`src/rtl/pmem_line_adapter_pkg.sv`:
```
// Shared LC-3b memory types: word, cache line and beat index, plus line/word helpers.
// The line adapter and its read assembler both import this package.
package lc3b_types;

   localparam int WORDS_PER_LINE   = 8;
   localparam int LINE_OFFSET_BITS = 4;

   typedef logic [15:0]                  lc3b_word;
   typedef logic [127:0]                 lc3b_line;
   typedef logic [2:0]                   lc3b_beat_idx;
   typedef logic [15:LINE_OFFSET_BITS]   lc3b_tag;

   // Word k of a line lives at bits [16k+15:16k]; {idx, 4'b0} keeps the offset 7 bits wide.
   function automatic lc3b_word line_word(input lc3b_line line, input lc3b_beat_idx idx);
      return line[{idx, 4'b0} +: 16];
   endfunction

   function automatic lc3b_word beat_addr(input lc3b_tag tag, input lc3b_beat_idx idx);
      return {tag, idx, 1'b0};
   endfunction

endpackage

```
`src/rtl/pmem_line_adapter_if.sv`:
```
// Bus bundles on both sides of the line adapter: line-granular arbiter port and the
// narrow word-wide main-memory port.
interface pmem_line_if;
   import lc3b_types::*;

   logic     pmem_read;
   logic     pmem_write;
   lc3b_word pmem_address;
   lc3b_line pmem_wdata;
   logic     pmem_resp;
   lc3b_line pmem_rdata;

   modport master (output pmem_read, pmem_write, pmem_address, pmem_wdata,
                   input  pmem_resp, pmem_rdata);
   modport slave  (input  pmem_read, pmem_write, pmem_address, pmem_wdata,
                   output pmem_resp, pmem_rdata);
endinterface

interface mem_word_if;
   import lc3b_types::*;

   logic     mem_req;
   logic     mem_we;
   lc3b_word mem_addr;
   lc3b_word mem_wdata;
   logic     mem_ready;
   logic     mem_rvalid;
   lc3b_word mem_rdata;

   modport master (output mem_req, mem_we, mem_addr, mem_wdata,
                   input  mem_ready, mem_rvalid, mem_rdata);
   modport slave  (input  mem_req, mem_we, mem_addr, mem_wdata,
                   output mem_ready, mem_rvalid, mem_rdata);
endinterface

```
`src/rtl/pmem_line_adapter_line_word_buffer.sv`:
```
// 128-bit read-assembly register: one indexed 16-bit write port and a synchronous clear.
module line_word_buffer
   import lc3b_types::*;
(
   input  logic         clk,
   input  logic         reset_n,
   input  logic         clear,
   input  logic         we,
   input  lc3b_beat_idx idx,
   input  lc3b_word     wdata,
   output lc3b_line     line
);

   // NOTE: this is a flop array rather than a RAM, so it takes the async reset and
   // pmem_rdata reads as zero straight out of reset.
   always_ff @(posedge clk or negedge reset_n) begin
      if (!reset_n) begin
         line <= '0;
      end else if (clear) begin
         line <= '0;
      end else if (we) begin
         line[{idx, 4'b0} +: 16] <= wdata;
      end
   end

endmodule

```
`src/rtl/pmem_line_adapter.sv`:
```
// Splits arbiter line reads/writes into eight 16-bit beats on the main-memory port and
// returns a one-cycle pmem_resp per completed line.
module pmem_line_adapter
   import lc3b_types::*;
(
   input  logic        clk,
   input  logic        reset_n,
   pmem_line_if.slave  line_bus,
   mem_word_if.master  word_bus
);

   typedef enum logic [2:0] {
      IDLE, RD_REQ, RD_WAIT, WR_REQ, DONE, RECOVER
   } state_t;

   state_t       state, state_next;
   lc3b_beat_idx k, k_next;
   lc3b_tag      tag;
   lc3b_line     wline;
   logic         start;
   logic         rd_start;
   logic         rd_store;
   logic         unused_offset;

   assign unused_offset = ^line_bus.pmem_address[LINE_OFFSET_BITS-1:0];

   // NOTE: sequential state uses non-blocking assignments so every flop samples the
   // pre-edge value of every other flop, independent of statement order.
   always_ff @(posedge clk or negedge reset_n) begin
      if (!reset_n) begin
         state <= IDLE;
         k     <= '0;
         tag   <= '0;
         wline <= '0;
      end else begin
         state <= state_next;
         k     <= k_next;
         if (start) begin
            tag   <= line_bus.pmem_address[15:LINE_OFFSET_BITS];
            wline <= line_bus.pmem_wdata;
         end
      end
   end

   // NOTE: every signal driven here gets its default first, so no path can infer a latch.
   always_comb begin
      state_next = state;
      k_next     = k;
      start      = 1'b0;
      rd_start   = 1'b0;
      rd_store   = 1'b0;
      case (state)
         IDLE: begin
            k_next = '0;
            if (line_bus.pmem_write) begin
               start      = 1'b1;
               state_next = WR_REQ;
            end else if (line_bus.pmem_read) begin
               start      = 1'b1;
               rd_start   = 1'b1;
               state_next = RD_REQ;
            end
         end
         RD_REQ: begin
            if (word_bus.mem_ready) state_next = RD_WAIT;
         end
         RD_WAIT: begin
            if (word_bus.mem_rvalid) begin
               rd_store = 1'b1;
               if (k == lc3b_beat_idx'(WORDS_PER_LINE - 1)) begin
                  state_next = DONE;
               end else begin
                  k_next     = k + 3'd1;
                  state_next = RD_REQ;
               end
            end
         end
         WR_REQ: begin
            // Write beats are posted: acceptance alone retires the beat.
            if (word_bus.mem_ready) begin
               if (k == lc3b_beat_idx'(WORDS_PER_LINE - 1)) state_next = DONE;
               else                                         k_next     = k + 3'd1;
            end
         end
         DONE:    state_next = RECOVER;
         RECOVER: state_next = IDLE;
         default: state_next = IDLE;
      endcase
   end

   line_word_buffer u_rd_buf (
      .clk     (clk),
      .reset_n (reset_n),
      .clear   (rd_start),
      .we      (rd_store),
      .idx     (k),
      .wdata   (word_bus.mem_rdata),
      .line    (line_bus.pmem_rdata)
   );

   assign word_bus.mem_req   = (state == RD_REQ) || (state == WR_REQ);
   assign word_bus.mem_we    = (state == WR_REQ);
   assign word_bus.mem_addr  = beat_addr(tag, k);
   assign word_bus.mem_wdata = line_word(wline, k);
   assign line_bus.pmem_resp = (state == DONE);

endmodule

```
`src/flat_wrapper.sv`:
```
// flat-port wrapper written by rule: the top's interface ports become plain ports
module pmem_line_adapter_flat import lc3b_types::*;
  (clk, reset_n, line_bus_pmem_read, line_bus_pmem_write, line_bus_pmem_address, line_bus_pmem_wdata, line_bus_pmem_resp, line_bus_pmem_rdata, word_bus_mem_req, word_bus_mem_we, word_bus_mem_addr, word_bus_mem_wdata, word_bus_mem_ready, word_bus_mem_rvalid, word_bus_mem_rdata);
  pmem_line_if line_bus_i ();
  mem_word_if word_bus_i ();
  input  logic clk;
  input  logic reset_n;
  input wire logic [$bits(line_bus_i.pmem_read)-1:0] line_bus_pmem_read;
  input wire logic [$bits(line_bus_i.pmem_write)-1:0] line_bus_pmem_write;
  input wire logic [$bits(line_bus_i.pmem_address)-1:0] line_bus_pmem_address;
  input wire logic [$bits(line_bus_i.pmem_wdata)-1:0] line_bus_pmem_wdata;
  output wire logic [$bits(line_bus_i.pmem_resp)-1:0] line_bus_pmem_resp;
  output wire logic [$bits(line_bus_i.pmem_rdata)-1:0] line_bus_pmem_rdata;
  output wire logic [$bits(word_bus_i.mem_req)-1:0] word_bus_mem_req;
  output wire logic [$bits(word_bus_i.mem_we)-1:0] word_bus_mem_we;
  output wire logic [$bits(word_bus_i.mem_addr)-1:0] word_bus_mem_addr;
  output wire logic [$bits(word_bus_i.mem_wdata)-1:0] word_bus_mem_wdata;
  input wire logic [$bits(word_bus_i.mem_ready)-1:0] word_bus_mem_ready;
  input wire logic [$bits(word_bus_i.mem_rvalid)-1:0] word_bus_mem_rvalid;
  input wire logic [$bits(word_bus_i.mem_rdata)-1:0] word_bus_mem_rdata;
  assign line_bus_i.pmem_read = line_bus_pmem_read;
  assign line_bus_i.pmem_write = line_bus_pmem_write;
  assign line_bus_i.pmem_address = line_bus_pmem_address;
  assign line_bus_i.pmem_wdata = line_bus_pmem_wdata;
  assign line_bus_pmem_resp = line_bus_i.pmem_resp;
  assign line_bus_pmem_rdata = line_bus_i.pmem_rdata;
  assign word_bus_mem_req = word_bus_i.mem_req;
  assign word_bus_mem_we = word_bus_i.mem_we;
  assign word_bus_mem_addr = word_bus_i.mem_addr;
  assign word_bus_mem_wdata = word_bus_i.mem_wdata;
  assign word_bus_i.mem_ready = word_bus_mem_ready;
  assign word_bus_i.mem_rvalid = word_bus_mem_rvalid;
  assign word_bus_i.mem_rdata = word_bus_mem_rdata;
  pmem_line_adapter u_core (.clk(clk), .reset_n(reset_n), .line_bus(line_bus_i), .word_bus(word_bus_i));
endmodule
```
`config.mk`:
```
export PLATFORM = sky130hd
export DESIGN_NAME = pmem_line_adapter_flat
export DESIGN_NICKNAME = d
export VERILOG_FILES = /design/src/rtl/pmem_line_adapter_pkg.sv /design/src/rtl/pmem_line_adapter_if.sv /design/src/rtl/pmem_line_adapter_line_word_buffer.sv /design/src/rtl/pmem_line_adapter.sv /design/src/flat_wrapper.sv
export SDC_FILE = /design/constraint.sdc
export NUM_CORES = 1
export LEC_CHECK = 0
export ABC_CLOCK_PERIOD_IN_PS = 3600
export CORE_ASPECT_RATIO = 0.6
export CORE_MARGIN = 2
export CORE_UTILIZATION = 50
export CTS_BUF_LIST = sky130_fd_sc_hd__clkbuf_8
export DETAILED_ROUTE_END_ITERATION = 16
export MAX_ROUTING_LAYER = met4
export PLACE_DENSITY = 0.8
export SLEW_MARGIN = 0
export SYNTH_ARGS = -nofsm -noshare
export SYNTH_HDL_FRONTEND = slang
export SYNTH_SLANG_ARGS = --single-unit
export TNS_END_PERCENT = 100
```
`constraint.sdc`:
```
create_clock -name clk -period 3.6 [get_ports clk]
set_input_delay 0.36 -clock clk [delete_from_list [all_inputs] [get_ports clk]]
set_output_delay 0.36 -clock clk [all_outputs]
set_load 0.01 [all_outputs]
```
---- Word level (Yosys, flattened, before mapping) ----
Index checks and enable logic that the tools add are counted.
word-level totals
  input port bits ......................... 166
  register bits ........................... 274
  output and inout port bits .............. 163
  logic and storage cells ................. 48
operators by class
  muxes and demuxes ....................... 22
  add/subtract/negate cells ............... 2
  reductions and logical operators ........ 6
  shift operators ......................... 3
  eq/ne operators ......................... 10
operators by type and width
  operator                  number
  $mux 128                  2
  $bwmux 128                1
  $shift 16x9->128 const A  1
  $shiftx 128x8->16         1
  $shiftx 16x9->128         1
  $mux 3                    10
  $pmux 3 s5                1
  $neg 7->9                 1
  $pmux 3 s3                1
  $mux 1                    7
  $eq 3x2->1 const B        2
  $eq 3x3->1 const B        2
  $reduce_and 5->1          1
  $ne 2x1->1 const B        2
  $ne 2x2->1 const B        2
  $add 3x1->3 const B       1
  $eq 3x1->1 const B        1
  $logic_not 3->1           1
  $ne 3x3->1 const B        1
  $reduce_and 3->1          1
  $reduce_bool 3->1         1
  $reduce_bool 2->1         1
  $logic_or 1x1->1          1

---- Logic depth before layout (Yosys ltp) ----
  depth after elaboration ................. 5
  depth in mapped cells ................... 11
  mapped depth without buffers ............ 7

---- By module ----
A second synthesis with hierarchy kept.
unflattened totals
  cells, all modules ...................... 895
  area, all modules ....................... 12096.6 µm²
by module, submodules not included
  module             seq. area each (µm²)  area each (µm²)  cells each  times used
  pmem_line_adapter  3653.5                6628.9           442         1
  line_word_buffer   3203.1                5467.7           453         1

---- Worst setup path after synthesis ----
Ideal clock, no wire load.
  path type ............................... reg-to-reg
  start point ............................. reg u_core.k[1]
  end point ............................... reg u_core.u_rd_buf.line[86]
  library setup time ...................... 0.132 ns
  stages on the path, launching flop included .. 12
  path buffers ............................ 4
  setup slack ............................. 0.762 ns
  clock period less this slack ............ 2.838 ns
  data arrival time ....................... 2.707 ns
  data required time ...................... 3.468 ns
  path through ............................ dfrtp_1 -> clkbuf_1 -> buf_1 -> inv_1 -> ha_1 -> ha_1 -> nand4bb_4 -> or4_1 -> buf_2 -> buf_6 -> mux2i_1 -> nor2_1
between the ends
  longest elaborated chain between the ends .. 5
  elaborated cells on any way between the ends .. 6
  those cells by class .................... add/sub: 1; shift: 2; mux: 3
RTL lines
  item                                                          line                                      text
  start, declared                                               pmem_line_adapter.sv:17                   lc3b_beat_idx k, k_next;
  start signal, assigned                                        pmem_line_adapter.sv:37                   k <= k_next;
  $neg 7->9 *                                                   pmem_line_adapter_line_word_buffer.sv:22  line[{idx, 4'b0} +: 16] <= wdata;
  $shiftx 16x9->128 / $shift 16x9->128 (equally long branches)  pmem_line_adapter_line_word_buffer.sv:22
  $bwmux 128 *                                                  pmem_line_adapter_line_word_buffer.sv:22
  $mux 128 *                                                    pmem_line_adapter_line_word_buffer.sv:21  end else if (we) begin
  $mux 128 *                                                    pmem_line_adapter_line_word_buffer.sv:19  end else if (clear) begin
  end signal, assigned by index                                 pmem_line_adapter_line_word_buffer.sv:22
  end, declared                                                 pmem_line_adapter_line_word_buffer.sv:11  output lc3b_line line
Mark *: on every way between the ends. The rest lies on a longest branch, timed or not. The select of a mux whose other input is x is not followed.
A chain may end at the register's enable or synchronous reset.

---- Worst setup path after layout ----
  start point ............................. reg u_core.k[0]
  end point ............................... out word_bus_mem_wdata[11]
between the ends
  longest elaborated chain between the ends .. 1
RTL lines
  item               line                         text
  $shiftx 128x8->16  pmem_line_adapter_pkg.sv:15  return line[{idx, 4'b0} +: 16];
  end, declared      flat_wrapper.sv:17           output wire logic [$bits(word_bus_i.mem_wdata)-1:0] word_bus_mem_wdata;
Every way passes these cells.

==> results.json <==
{
  "synth_top_area_share": 0.5767,
  "finalMaxSlewViolations": 0,
  "place_congestion": 0.8429,
  "synth_edf_count": 0,
  "fillers": 1719,
  "required_ps": 3240,
  "drt_iter0_markers": 558,
  "first_pass_iters": 6,
  "slew_headroom": 0.2910,
  "synth-main-ff-cell": "dfrtp_1",
  "finalSetupTns_ps": 0,
  "die_w_um": 203.1,
  "clk_latency_ps": 540,
  "cp-start-kind": "register",
  "arrival_ps": 2860,
  "path_cells": "buf_4, mux4_2, nand2_1, nand2_1, clkdlybuf4s50_1",
  "layout_min_cycle_time_ps": 3217,
  "hold_viol_final": 0,
  "postPlaceCellArea_um2": 15350,
  "ys.warnings.count": 0,
  "worst-setup-path-type": "reg2out",
  "area_growth_pct": 35.53,
  "std_cell_rows": 43,
  "yosys.area.top_type": "dfrtp_1",
  "cts.path.max_buffers": 3,
  "ant_nets": 0,
  "multi_input_area_um2": 4662,
  "ys_seq_area_frac": 0.5767,
  "ios": 329,
  "p_leak_nw": 7.223,
  "synth_seq_cells": 274,
  "drive_gt1_frac": 0.1165,
  "end_kind": "primary output",
  "antenna_found_initial": 1,
  "netlist_area_um2": 11890,
  "clock-sinks": 274,
  "critPathTopFamily": "buffers and inverters",
  "ys_top_cells_by_area": "dfrtp_1 58%, mux2_1 9.5%, nand2_1 6.1%",
  "drc": 0,
  "nNetsFinal": 1452,
  "cts_buffers": 41,
  "wl_per_cell_um": 20.65,
  "post_cts_buffers": 0,
  "rsz0062_at_grt": "false",
  "vias_per_cell": 5.413,
  "postSynthNetCount": 1151,
  "regArea_um2": 6859,
  "top_layer_used": "met4",
  "synthCells": 980,
  "outcome": "finished, final reports clean",
  "slowest_stage": "mux4_2",
  "grt-ovfl-total": 0,
  "fin_crit_sh": 0.8937,
  "grt_use_total": 0.2787,
  "hpwl_um": 23350,
  "cpMostUsedCell": "nand2_1",
  "wl_met1_um": 15490,
  "h-tree-depth": 2,
  "via_count": 8775,
  "syn_avg_cell_area_um2": 12.13,
  "wl_um": 33480,
  "port_buffers": 323,
  "skew_ps": 11.82,
  "clk_pin_slew_ps": 70,
  "synth_common_cells": "274 x dfrtp_1, 193 x nand2_1, 100 x mux2_1",
  "die_area_um2": 25070,
  "setup_violations": 0,
  "tightest_slew_ps": 1060,
  "fmax_mhz": 310.8,
  "crit_path_max_fanout": 37,
  "die-height_um": 123.4,
  "yosys.cell_types.count": 42,
  "yosysMostFrequentCell": "dfrtp_1",
  "coreArea_um2": 23240,
  "cts_tree": "built",
  "ys_async_sr_fraction": 1.000,
  "design_area_um2": 16110,
  "met2_length_um": 14490,
  "drv_cap": 0,
  "ir_worst_vdd_mv": 0.4380,
  "grt_max_degree": 113,
  "wl_met3_um": 3064,
  "cp_slowest_stage_delay_ps": 660,
  "grt_pass1_vias": 8815,
  "start_util": 0.5115,
  "root_buffer": "clkbuf_8",
  "power_density_nw_per_um2": 812.5,
  "min_path_type": "in2reg",
  "cp_num_buf_inv": 2,
  "grt_pass1_wl_um": 50560
}
[state kept, by name, summed over array words and instances, names as in the netlist]
| signal | flops |
|---|---|
| u_core.state | 3 |
| u_core.u_rd_buf.line | 128 |
| u_core.wline | 128 |
| u_core.k | 3 |
| u_core.tag | 12 |
[final cells by class]
cell class              instances  area share
flip-flops and latches        274      0.4257
multi-input cells             617      0.2893
repair buffers                341      0.2126
clock buffers                  49     0.04185
well taps                     315     0.02446
clock inverters                18    0.004504
inverters                       6    0.001398
diodes                          1   0.0001553
[routing by layer]
layer  vias up  track usage
li1       3956            -
met1      4436       0.3956
met2       348       0.3887
met3        35      0.09172
met4         0      0.06661
met5         -            -
[cell usage in the layout, fill, tap and decap left out, types with 3 or more instances in the layout]
cell type | Yosys | layout
buf_4 | 11 | 13
nor2_1 | 54 | 54
clkbuf_8 | 0 | 49
clkdlybuf4s50_1 | 0 | 322
inv_1 | 4 | 20
nor4_4 | 0 | 3
dfrtp_1 | 274 | 272
nor3_1 | 3 | 3
mux2_2 | 40 | 40
buf_12 | 0 | 4
nand2_1 | 193 | 193
ha_1 | 5 | 5
a21oi_1 | 33 | 33
nand2b_1 | 5 | 5
o21ai_0 | 48 | 48
nor2b_1 | 3 | 3
mux4_2 | 32 | 32
nand3_1 | 22 | 22
mux2_1 | 100 | 100
mux2i_1 | 51 | 51
[power by group]
| part | switching (mW) | internal, mW | leakage (nW) |
|---|---|---|---|
| clock network | 1.17 | 1.22 | 0.442 |
| logic | 2.47 | 3.07 | 3.28 |
| registers | 0.730 | 4.43 | 3.50 |
| total | 4.37 | 8.72 | 7.22 |
[path summary, 6_finish.rpt]
| path | start | end | depth (start not counted) | slack (ps) |
|---|---|---|---|---|
| max | u_core.k[0]$_DFFE_PN0P_ | word_bus_mem_wdata[11] | 5 | 380 |
| min | line_bus_pmem_wdata[101] | u_core.wline[101]$_DFFE_PN0P_ | 2 | 410 |
| max reg2reg | u_core.k[2]$_DFFE_PN0P_ | u_core.u_rd_buf.line[90]$_DFFE_PN0P_ | 7 | 800 |
| min reg2reg | u_core.wline[110]$_DFFE_PN0P_ | u_core.wline[110]$_DFFE_PN0P_ | 1 | 480 |
| max in group asynchronous | reset_n | u_core.tag[9]$_DFFE_PN0P_ | 3 | 2130 |
| min in group asynchronous | reset_n | u_core.wline[1]$_DFFE_PN0P_ | 2 | 500 |
[logic make-up (layout without fill, tap and decap cells)]
logic type,Yosys count,count (layout),synth area share
buf+inv,89,414,0.03410
compound gates,90,90,0.03989
fa+ha+maj,5,5,0.005262
other cells,1,2,0.0003154
simple gates,298,298,0.1076
mux,223,223,0.2362
flops,274,274,0.5767
[per-stage QoR]
step / std cells / worst slack (ps) / total power [mW] / hold slack, ps / utilization
CTS: 1620 / 314.3 / 13.17 / 372.0 / 0.6932
global placement: 1552 / 883.1 / 10.55 / 462.4 / 0.6606
finish: 1621 / 382.7 / 13.09 / 408.1 / 0.6933
floorplan: 980 / 761.6 / 7.985 / 64.41 / -
global route: 1621 / 216.6 / 13.86 / 376.1 / 0.6933
detailed placement: 1552 / 815.0 / 10.73 / 471.6 / 0.6606
[repair_timing]
item,4_1_cts,5_1_grt
gates resized for setup,0,0
endpoints found under the hold margin,108,0
hold buffers,1,0
Power figures use the tool's default switching activity.
